--- src/rtl/aes_ctrl_pkg.sv ---
`default_nettype none
// ============================================================================
//  Module   : aes_ctrl_pkg
//  Brief    : Shared AES control codes. The next-state logic and the round
//             sequencer both import these, so the two agree on state codes,
//             the round count and the counter width.
//  Revision : 1.0 - initial release
// ============================================================================
package aes_ctrl_pkg;

   // Control state codes carried on Q
   localparam logic [3:0] S0 = 4'd0;
   localparam logic [3:0] S1 = 4'd1;
   localparam logic [3:0] S2 = 4'd2;
   localparam logic [3:0] S3 = 4'd3;
   localparam logic [3:0] S4 = 4'd4;
   localparam logic [3:0] S5 = 4'd5;
   localparam logic [3:0] S6 = 4'd6;
   localparam logic [3:0] S7 = 4'd7;
   localparam logic [3:0] S8 = 4'd8;
   localparam logic [3:0] S9 = 4'd9;

   // AES-128 round count and round-counter width
   localparam int NR = 10;
   localparam int CW = 4;

   // Round counter operation selected by the state decode
   typedef enum logic [1:0] {
      CNT_HOLD = 2'd0,
      CNT_LOAD = 2'd1,
      CNT_UP   = 2'd2,
      CNT_DOWN = 2'd3
   } cnt_op_e;

   // True for the ten codes the control FSM actually uses
   function automatic logic is_state_code(input logic [3:0] q);
      return (q <= S9);
   endfunction

endpackage
`default_nettype wire

--- src/rtl/aes_round_cnt.sv ---
`default_nettype none
// ============================================================================
//  Module   : aes_round_cnt
//  Brief    : Loadable up/down round counter. Counting up stops at MAX_VAL,
//             counting down stops at MIN_VAL; neither direction wraps.
//  Revision : 1.0 - initial release
// ============================================================================
module aes_round_cnt
   import aes_ctrl_pkg::*;
#(
   parameter int W       = 4,
   parameter int MAX_VAL = 10,
   parameter int MIN_VAL = 1
) (
   input  logic         clk,
   input  logic         rst_n,
   input  cnt_op_e      op,
   input  logic [W-1:0] load_val,
   output logic [W-1:0] count
);

   localparam logic [W-1:0] MAX_C = W'(MAX_VAL);
   localparam logic [W-1:0] MIN_C = W'(MIN_VAL);
   localparam logic [W-1:0] ONE_C = W'(1);

   // Counter register: load, saturating increment/decrement, or hold
   always_ff @(posedge clk or negedge rst_n) begin
      if (!rst_n) begin
         count <= '0;
      end else begin
         case (op)
            CNT_LOAD: count <= load_val;
            CNT_UP:   if (count < MAX_C) count <= count + ONE_C;
            CNT_DOWN: if (count > MIN_C) count <= count - ONE_C;
            default:  count <= count;
         endcase
      end
   end

endmodule
`default_nettype wire

--- src/rtl/aes_round_seq.sv ---
`default_nettype none
// ============================================================================
//  Module   : aes_round_seq
//  Brief    : Datapath-side responder to the AES control state Q. Owns the
//             round counter fed back to the next-state logic, derives the
//             round-key address and per-state datapath strobes, and runs the
//             host Busy/Done/Out_Valid handshake for encrypt and decrypt.
//  Options  : AES_ROUND_SEQ_ERR_EN adds a sticky Err output that flags
//             illegal state codes and counter misuse and then silences the
//             strobes, Busy and Done until reset.
//  Revision : 1.0 - initial release
// ============================================================================
module aes_round_seq #(
   parameter int NR = aes_ctrl_pkg::NR,
   parameter int CW = aes_ctrl_pkg::CW
) (
   input  logic          Clk,
   input  logic          Rst_n,
   input  logic [3:0]    Q,
   input  logic          Select,
   input  logic          Start,
   output logic [CW-1:0] Count,
   output logic [CW-1:0] Key_Addr,
   output logic          Load_In,
   output logic          Add_Key,
   output logic          Round_En,
   output logic          Final_Rnd,
   output logic          Inv,
   output logic          Busy,
   output logic          Done,
   output logic          Out_Valid
`ifdef AES_ROUND_SEQ_ERR_EN
   ,
   output logic          Err
`endif
);

   import aes_ctrl_pkg::*;

   localparam logic [CW-1:0] NR_C    = CW'(NR);
   localparam logic [CW-1:0] NR_M1_C = CW'(NR - 1);
   localparam logic [CW-1:0] ONE_C   = CW'(1);

   logic          accept;
   cnt_op_e       cnt_op;
   logic [CW-1:0] cnt_load;
   logic          busy_q;
   logic          done_q;
   logic          err_active;
   logic          load_in_d;
   logic          add_key_d;
   logic          round_en_d;
   logic          final_rnd_d;

   assign accept = (Q == S0) && Start;

   // Translate the state code into a counter operation
   always_comb begin
      cnt_op   = CNT_HOLD;
      cnt_load = '0;
      case (Q)
         S1: begin
            cnt_op   = CNT_LOAD;
            cnt_load = ONE_C;
         end
         S2: cnt_op = CNT_UP;
         S4: begin
            cnt_op   = CNT_LOAD;
            cnt_load = NR_C;
         end
         S5: begin
            cnt_op   = CNT_LOAD;
            cnt_load = NR_M1_C;
         end
         S6: cnt_op = CNT_DOWN;
         S0, S9: begin
            cnt_op   = CNT_LOAD;
            cnt_load = '0;
         end
         default: cnt_op = CNT_HOLD;
      endcase
   end

   aes_round_cnt #(
      .W       (CW),
      .MAX_VAL (NR),
      .MIN_VAL (1)
   ) u_round_cnt (
      .clk      (Clk),
      .rst_n    (Rst_n),
      .op       (cnt_op),
      .load_val (cnt_load),
      .count    (Count)
   );

   // Round-key index: the first key in S1, the last key around the decrypt
   // preamble, and the live round number while rounds are in progress
   always_comb begin
      Key_Addr = '0;
      case (Q)
         S2, S3, S6, S7: Key_Addr = Count;
         S4, S5:         Key_Addr = NR_C;
         S8:             Key_Addr = Inv ? '0 : Count;
         default:        Key_Addr = '0;
      endcase
   end

   // Per-state datapath strobes; Q itself resets to S0, so they idle low
   always_comb begin
      load_in_d   = 1'b0;
      add_key_d   = 1'b0;
      round_en_d  = 1'b0;
      final_rnd_d = 1'b0;
      case (Q)
         S1: begin
            load_in_d = 1'b1;
            add_key_d = 1'b1;
         end
         S2: begin
            round_en_d  = 1'b1;
            final_rnd_d = (Count == NR_C);
         end
         S3: final_rnd_d = 1'b1;
         S4: load_in_d = 1'b1;
         S5: add_key_d = 1'b1;
         S6: round_en_d = 1'b1;
         S7: add_key_d = 1'b1;
         default: load_in_d = 1'b0;
      endcase
   end

   assign Load_In   = load_in_d   & ~err_active;
   assign Add_Key   = add_key_d   & ~err_active;
   assign Round_En  = round_en_d  & ~err_active;
   assign Final_Rnd = final_rnd_d & ~err_active;

   // Host handshake: latch direction on accept, finish in S9. Done requires
   // an accepted request still in flight, so a second S9 cycle or an S9
   // reached after reset never produces a pulse.
   always_ff @(posedge Clk or negedge Rst_n) begin
      if (!Rst_n) begin
         Inv       <= 1'b0;
         busy_q    <= 1'b0;
         done_q    <= 1'b0;
         Out_Valid <= 1'b0;
      end else begin
         done_q <= (Q == S9) && busy_q;
         if (accept) begin
            Inv       <= Select;
            busy_q    <= 1'b1;
            Out_Valid <= 1'b0;
         end else if (Q == S9) begin
            busy_q    <= 1'b0;
            Out_Valid <= 1'b1;
         end
      end
   end

   assign Busy = busy_q & ~err_active;
   assign Done = done_q & ~err_active;

`ifdef AES_ROUND_SEQ_ERR_EN
   logic err_q;
   logic sat_q;

   // Sticky error: illegal code, a second saturated S2 cycle, or S6 at zero
   always_ff @(posedge Clk or negedge Rst_n) begin
      if (!Rst_n) begin
         err_q <= 1'b0;
         sat_q <= 1'b0;
      end else begin
         sat_q <= (Q == S2) && (Count == NR_C);
         err_q <= err_q
                | ~is_state_code(Q)
                | ((Q == S2) && (Count == NR_C) && sat_q)
                | ((Q == S6) && (Count == '0));
      end
   end

   assign err_active = err_q;
   assign Err        = err_q;
`else
   assign err_active = 1'b0;
`endif

endmodule
`default_nettype wire
--- config.mk ---
export PLATFORM = sky130hd
export DESIGN_NAME = aes_round_seq
export DESIGN_NICKNAME = d
export VERILOG_FILES = /design/src/rtl/aes_ctrl_pkg.sv /design/src/rtl/aes_round_cnt.sv /design/src/rtl/aes_round_seq.sv
export SDC_FILE = /design/constraint.sdc
export NUM_CORES = 1
export LEC_CHECK = 0
export CORE_UTILIZATION = 41
export CTS_CLUSTER_DIAMETER = 100
export DETAILED_ROUTE_END_ITERATION = 12
export HOLD_SLACK_MARGIN = 0.15
export PLACE_DENSITY = 0.7
export SLEW_MARGIN = 20
export SYNTH_ARGS = -nofsm -noshare
export SYNTH_HDL_FRONTEND = slang
export SYNTH_SLANG_ARGS = --single-unit
--- constraint.sdc ---
create_clock -name Clk -period 4.8 [get_ports Clk]
set_clock_uncertainty 0.15 [all_clocks]
set_input_delay 1.2 -clock Clk [delete_from_list [all_inputs] [get_ports Clk]]
set_output_delay 1.2 -clock Clk [all_outputs]
set_load 0.01 [all_outputs]
Word level (Yosys, flattened, before mapping)

Cells that the tools add are included.

Muxes and demuxes: 15
$lt $le $gt $ge: 2
Bitwise gates (word level): 0
Eq/ne operators: 15
Add/subtract/negate cells: 2
Reductions and logical operators: 12
Multipliers: 0
Shifts and indexed selects: 0
Div/mod/pow operators: 0

Operators by type and width:

| operator            | number |
|---|---|
| $pmux 4 s3          | 3 |
| $eq 4x3->1 const B  | 4 |
| $eq 4x4->1 const B  | 3 |
| $mux 4              | 3 |
| $eq 4x2->1 const B  | 2 |
| $mux 1              | 7 |
| $pmux 2 s3          | 1 |
| $reduce_or 2->1     | 3 |
| $reduce_or 5->1     | 1 |
| $add 4x1->4 const B | 1 |
| $eq 2x2->1 const B  | 2 |
| $eq 4x1->1 const B  | 1 |
| $gt 4x1->1 const B  | 1 |
| $logic_not 4->1     | 1 |
| $lt 4x4->1 const B  | 1 |
| $ne 2x1->1 const B  | 2 |
| $reduce_or 4->1     | 1 |
| $sub 4x1->4 const B | 1 |
| $reduce_and 3->1    | 1 |
| $reduce_bool 3->1   | 1 |
| $reduce_or 3->1     | 1 |
| $eq 2x1->1 const B  | 1 |
| $logic_and 1x1->1   | 2 |
| $pmux 1 s2          | 1 |
| $reduce_bool 2->1   | 1 |

Bits in latches: 0
Logic and storage cells: 51
Memories: 0
ROM bits: 0
Bits in registers: 8
Bits of input ports: 8
Output and inout port bits: 16
Memory bits (writable): 0

Longest topological paths before layout

Depth in word-level cells: 6
Gate-level depth with buffers: 6
Mapped depth without buffers: 6

By module

A second synthesis with hierarchy kept.

Cell total of the unflattened synthesis: 89
Area, all modules: 782.0 um^2

By module, submodules not included:

| module        | sequential area each (um^2) | instances | cells an instance | area an instance (um^2) |
|---|---|---|---|---|
| aes_round_seq | 100.1                       | 1         | 48                | 394.1 |
| aes_round_cnt | 100.1                       | 1         | 41                | 387.9 |

Worst setup path before layout

Ideal clock, no wire load.

Path kind: input -> output
Start: input Q[2]
End: output Key_Addr[3]
Data required time: 3450 ps
Slack: 1369 ps
Cell stages on the path: 5
Data arrival time: 2081 ps
Buffers on the path: 1
Path through: buf_6 -> nand2b_1 -> or3_1 -> a21oi_1 -> a21o_1

Longest elaborated chain between the ends: 3
Elaborated cells between the ends (all ways): 10
Those cells by class: 7 x eq/ne; 1 x mux; 2 x reduce/logical

Ends and longest elaborated chain:

| item                                                      | RTL line             | text |
|---|---|---|
| start, declared                                           | aes_round_seq.sv:19  | `input logic [3:0] Q,` |
| $eq 4x2->1 / $eq 4x3->1 (equally long branches)           | aes_round_seq.sv:100 | `case (Q)` |
| $reduce_or 4->1 / $reduce_or 2->1 (equally long branches) | aes_round_seq.sv:100 |  |
| $pmux 4 s3 (*)                                            | aes_round_seq.sv:100 |  |
| end, declared                                             | aes_round_seq.sv:23  | `output logic [CW-1:0] Key_Addr,` |

Mark *: on every way between the ends. The rest lies on a longest branch, timed or not.

Final worst setup path

Start: input Q[1]
End: output Key_Addr[1]

The elaborated chain is that of the path after synthesis.

==> out/results.tsv <==
metric	value	unit
status	completed	
ys.warnings.count	0	
avgSynthCellArea	8.615	um^2
fillers	171	
critPathMostFrequentCell	clkdlybuf4s50_1	
critPathMaxFanout	11	
critPathRequiredTime	3.45	ns
final_hold_viol_count	0	
synth-compound-area-share	27.38	%
synth-edff-count	0	
vias_per_cell	5.419	
async_reset_ff_share	100.0	%
syn_nets	99	
dieArea	2003	um^2
setup_viol	0	
cts-resized-gates	0	
dp_slack	0.4368	ns
grt_pass1_wl	2808	um
critPathTopFamily	buffers and inverters	
port_buffers	23	
syn_inst	87	
worst_ep_arrival_time	3.03	ns
insertion_delay	0.25	ns
ir_drop	0.1303	mV
grt_max_degree	16	
drtAntennaViolNets	0	
ys.flop_type	dfrtp_1	
synthSimpleGateAreaFrac	21.87	%
max_stage_delay	0.60	ns
grt_overflow	0	
drt_iter0_drc	13	
hp-class	flip-flop to flip-flop	
synth_fa_ha_area_share	6.678	%
final_core_util	59.06	%
numCtsBuffers	3	
critPathLaunchType	input pin	
yosysMostFrequentCell	nor2_1	
rsz0062_at_grt	false	
drtPass1Iterations	4	
die_w	44.76	um
path_clk_slew	0.06	ns
crit_type	input pin to primary output	
area_growth	36.06	%
num_antenna_cells	0	
htree_levels	1	
cellPowerDensity	240.0	nW/um^2
syn_area	749.5	um^2
fmax	228.4	MHz
hold_buffers	0	
antenna_found_initial	0	
fp-row-count	15	
cap_violations	0	
yosysSeqAreaShare	26.71	%
ys_ff_latch	8	
synth_commonest_cells	nor2_1 (9), dfrtp_1 (8), inv_1 (7)	
grt_pass1_vias	656	
root_buffer	clkbuf_4	
cts.sinks	8	
drt-wirelength-per-cell	12.89	um
routed-via-count	737	
cp_slowest_cell	clkdlybuf4s50_1	
yosys.area.top_type_share	26.71	%
cts_buffer_depth	2	
drt-total-wl	1753	um
synth_area_leaders	dfrtp_1 (27%), ha_1 (6.7%), nor2_1 (4.5%)	
path_buf_inv	2	
die_y	44.76	um
cts_setup_buffers	0	
maxSlewHeadroom	74.07	%
crit_path_end_kind	primary output	
core-area	1727	um^2
drive_gt1_share	11.71	%
synthXorXnorAreaFrac	2.337	%
io_pins	24	
p_leak	0.4483	nW
hpwl	1295	um
cts_tree	built	
synth_top_family_by_area	compound AO/OA/AOI/OAI gates	
layout_setup_ws	0.4215	ns
fin_crit_sh	91.22	%
muxShareOfSynthArea	6.177	%
period_minus_slack	4.379	ns
post-route-drc-count	0	
initial_core_util	43.41	%
gp_congestion	0.8325	
drv_slew	0	
nets	125	
cp_cell_sequence	clkdlybuf4s50_1 -> nor2_2 -> a31oi_1 -> o22ai_1 -> clkdlybuf4s50_1	
ys_types	39	
setup_tns	0	ns
worst_pin_slew	0.3877	ns
grt_use_total	18.89	%
yosys.area.top_type	dfrtp_1	
## report_power, final
part	internal, mW	switching [mW]
Combinational	0.0562	0.0494
Clock	0.0286	0.0230
Sequential	0.0750	0.0126
## final timing paths
path	startpoint	end	slack, ns	depth (start not counted)
min	Out_Valid	Out_Valid	0.39	2
min reg2reg	Out_Valid	Out_Valid	0.39	2
max reg2reg	u_round_cnt.count[0]	u_round_cnt.count[0]	2.78	6
max in group asynchronous	Rst_n	Out_Valid	3.14	1
min in group asynchronous	Rst_n	u_round_cnt.count[3]	1.09	1
max	Q[1]	Key_Addr[1]	0.42	5
## layer usage
metal | wire, um | vias to the layer above | global-route usage [%]
met1 | 860 | 349 | 25.69
met4 | 12 | 0 | 6.667
met5 | 0 | - | 0
met2 | 810 | 27 | 30.59
met3 | 69 | 2 | 2.800
li1 | - | 359 | -
## cell type report
type | count | area [um^2] | area share (%)
flip-flops and latches | 8 | 200.2 | 19.63
multi-input cells | 66 | 483.0 | 47.36
repair buffers | 26 | 252.7 | 24.79
clock buffers | 3 | 22.52 | 2.209
inverters | 8 | 30.03 | 2.945
well taps | 25 | 31.28 | 3.067
## worst reg2reg max path, stage by stage (launching register included)
cell       delay, ns
dfrtp_1         0.48
inv_1           0.18
ha_1            0.24
o21bai_4        0.10
o22ai_2         0.25
a2bb2oi_4       0.20
mux2_4          0.31
## kinds of logic (layout without fill, tap and decap cells)
| logic type | after synthesis | count (layout) |
|---|---|---|
| simple gates | 31 | 31 |
| compound gates | 25 | 25 |
| buf+inv | 13 | 37 |
| flops | 8 | 8 |
| fa+ha+maj | 4 | 4 |
| mux | 4 | 4 |
| xor+xnor | 2 | 2 |
## cell usage in the layout, fill, tap and decap left out
cell type / instances
clkdlybuf4s50_1: 23
nor2_1: 9
dfrtp_1: 8
inv_1: 7
a21oi_1: 6
nand2_1: 5
nand2b_1: 4
a31oi_1: 4
ha_1: 4
a21o_1: 3
nand3_1: 3
clkbuf_4: 3
buf_4: 3
nor3b_1: 2
xnor2_1: 2
mux2i_1: 2
inv_2: 1
or3_1: 1
nor4_1: 1
nor2_2: 1
o22ai_1: 1
nor3_1: 1
o211a_1: 1
o21bai_4: 1
o22ai_2: 1
a2bb2oi_4: 1
or2_0: 1
o41ai_1: 1
mux2_4: 1
mux2_1: 1
o21ai_0: 1
o21bai_1: 1
and4bb_1: 1
o311a_1: 1
a211o_1: 1
or4_1: 1
nand4_1: 1
o21ai_1: 1
a21oi_2: 1
## metrics by stage
stage / cells / area, um^2 / total power, mW / hold slack [ns]
floorplan: 87 / 749.5 / 0.1538 / 0.3935
global placement: 133 / 997.2 / 0.1935 / 0.3603
detailed placement: 133 / 997.2 / 0.1943 / 0.3791
CTS: 136 / 1020 / 0.2468 / 0.3936
global route: 136 / 1020 / 0.2605 / 0.4115
finish: 136 / 1020 / 0.2448 / 0.3876
## state kept, by name, summed over array words and instances (netlist names)
register           count
Busy                   1
Done                   1
Out_Valid              1
u_round_cnt.count      4
Inv                    1
(Power assumes the default switching activity.)
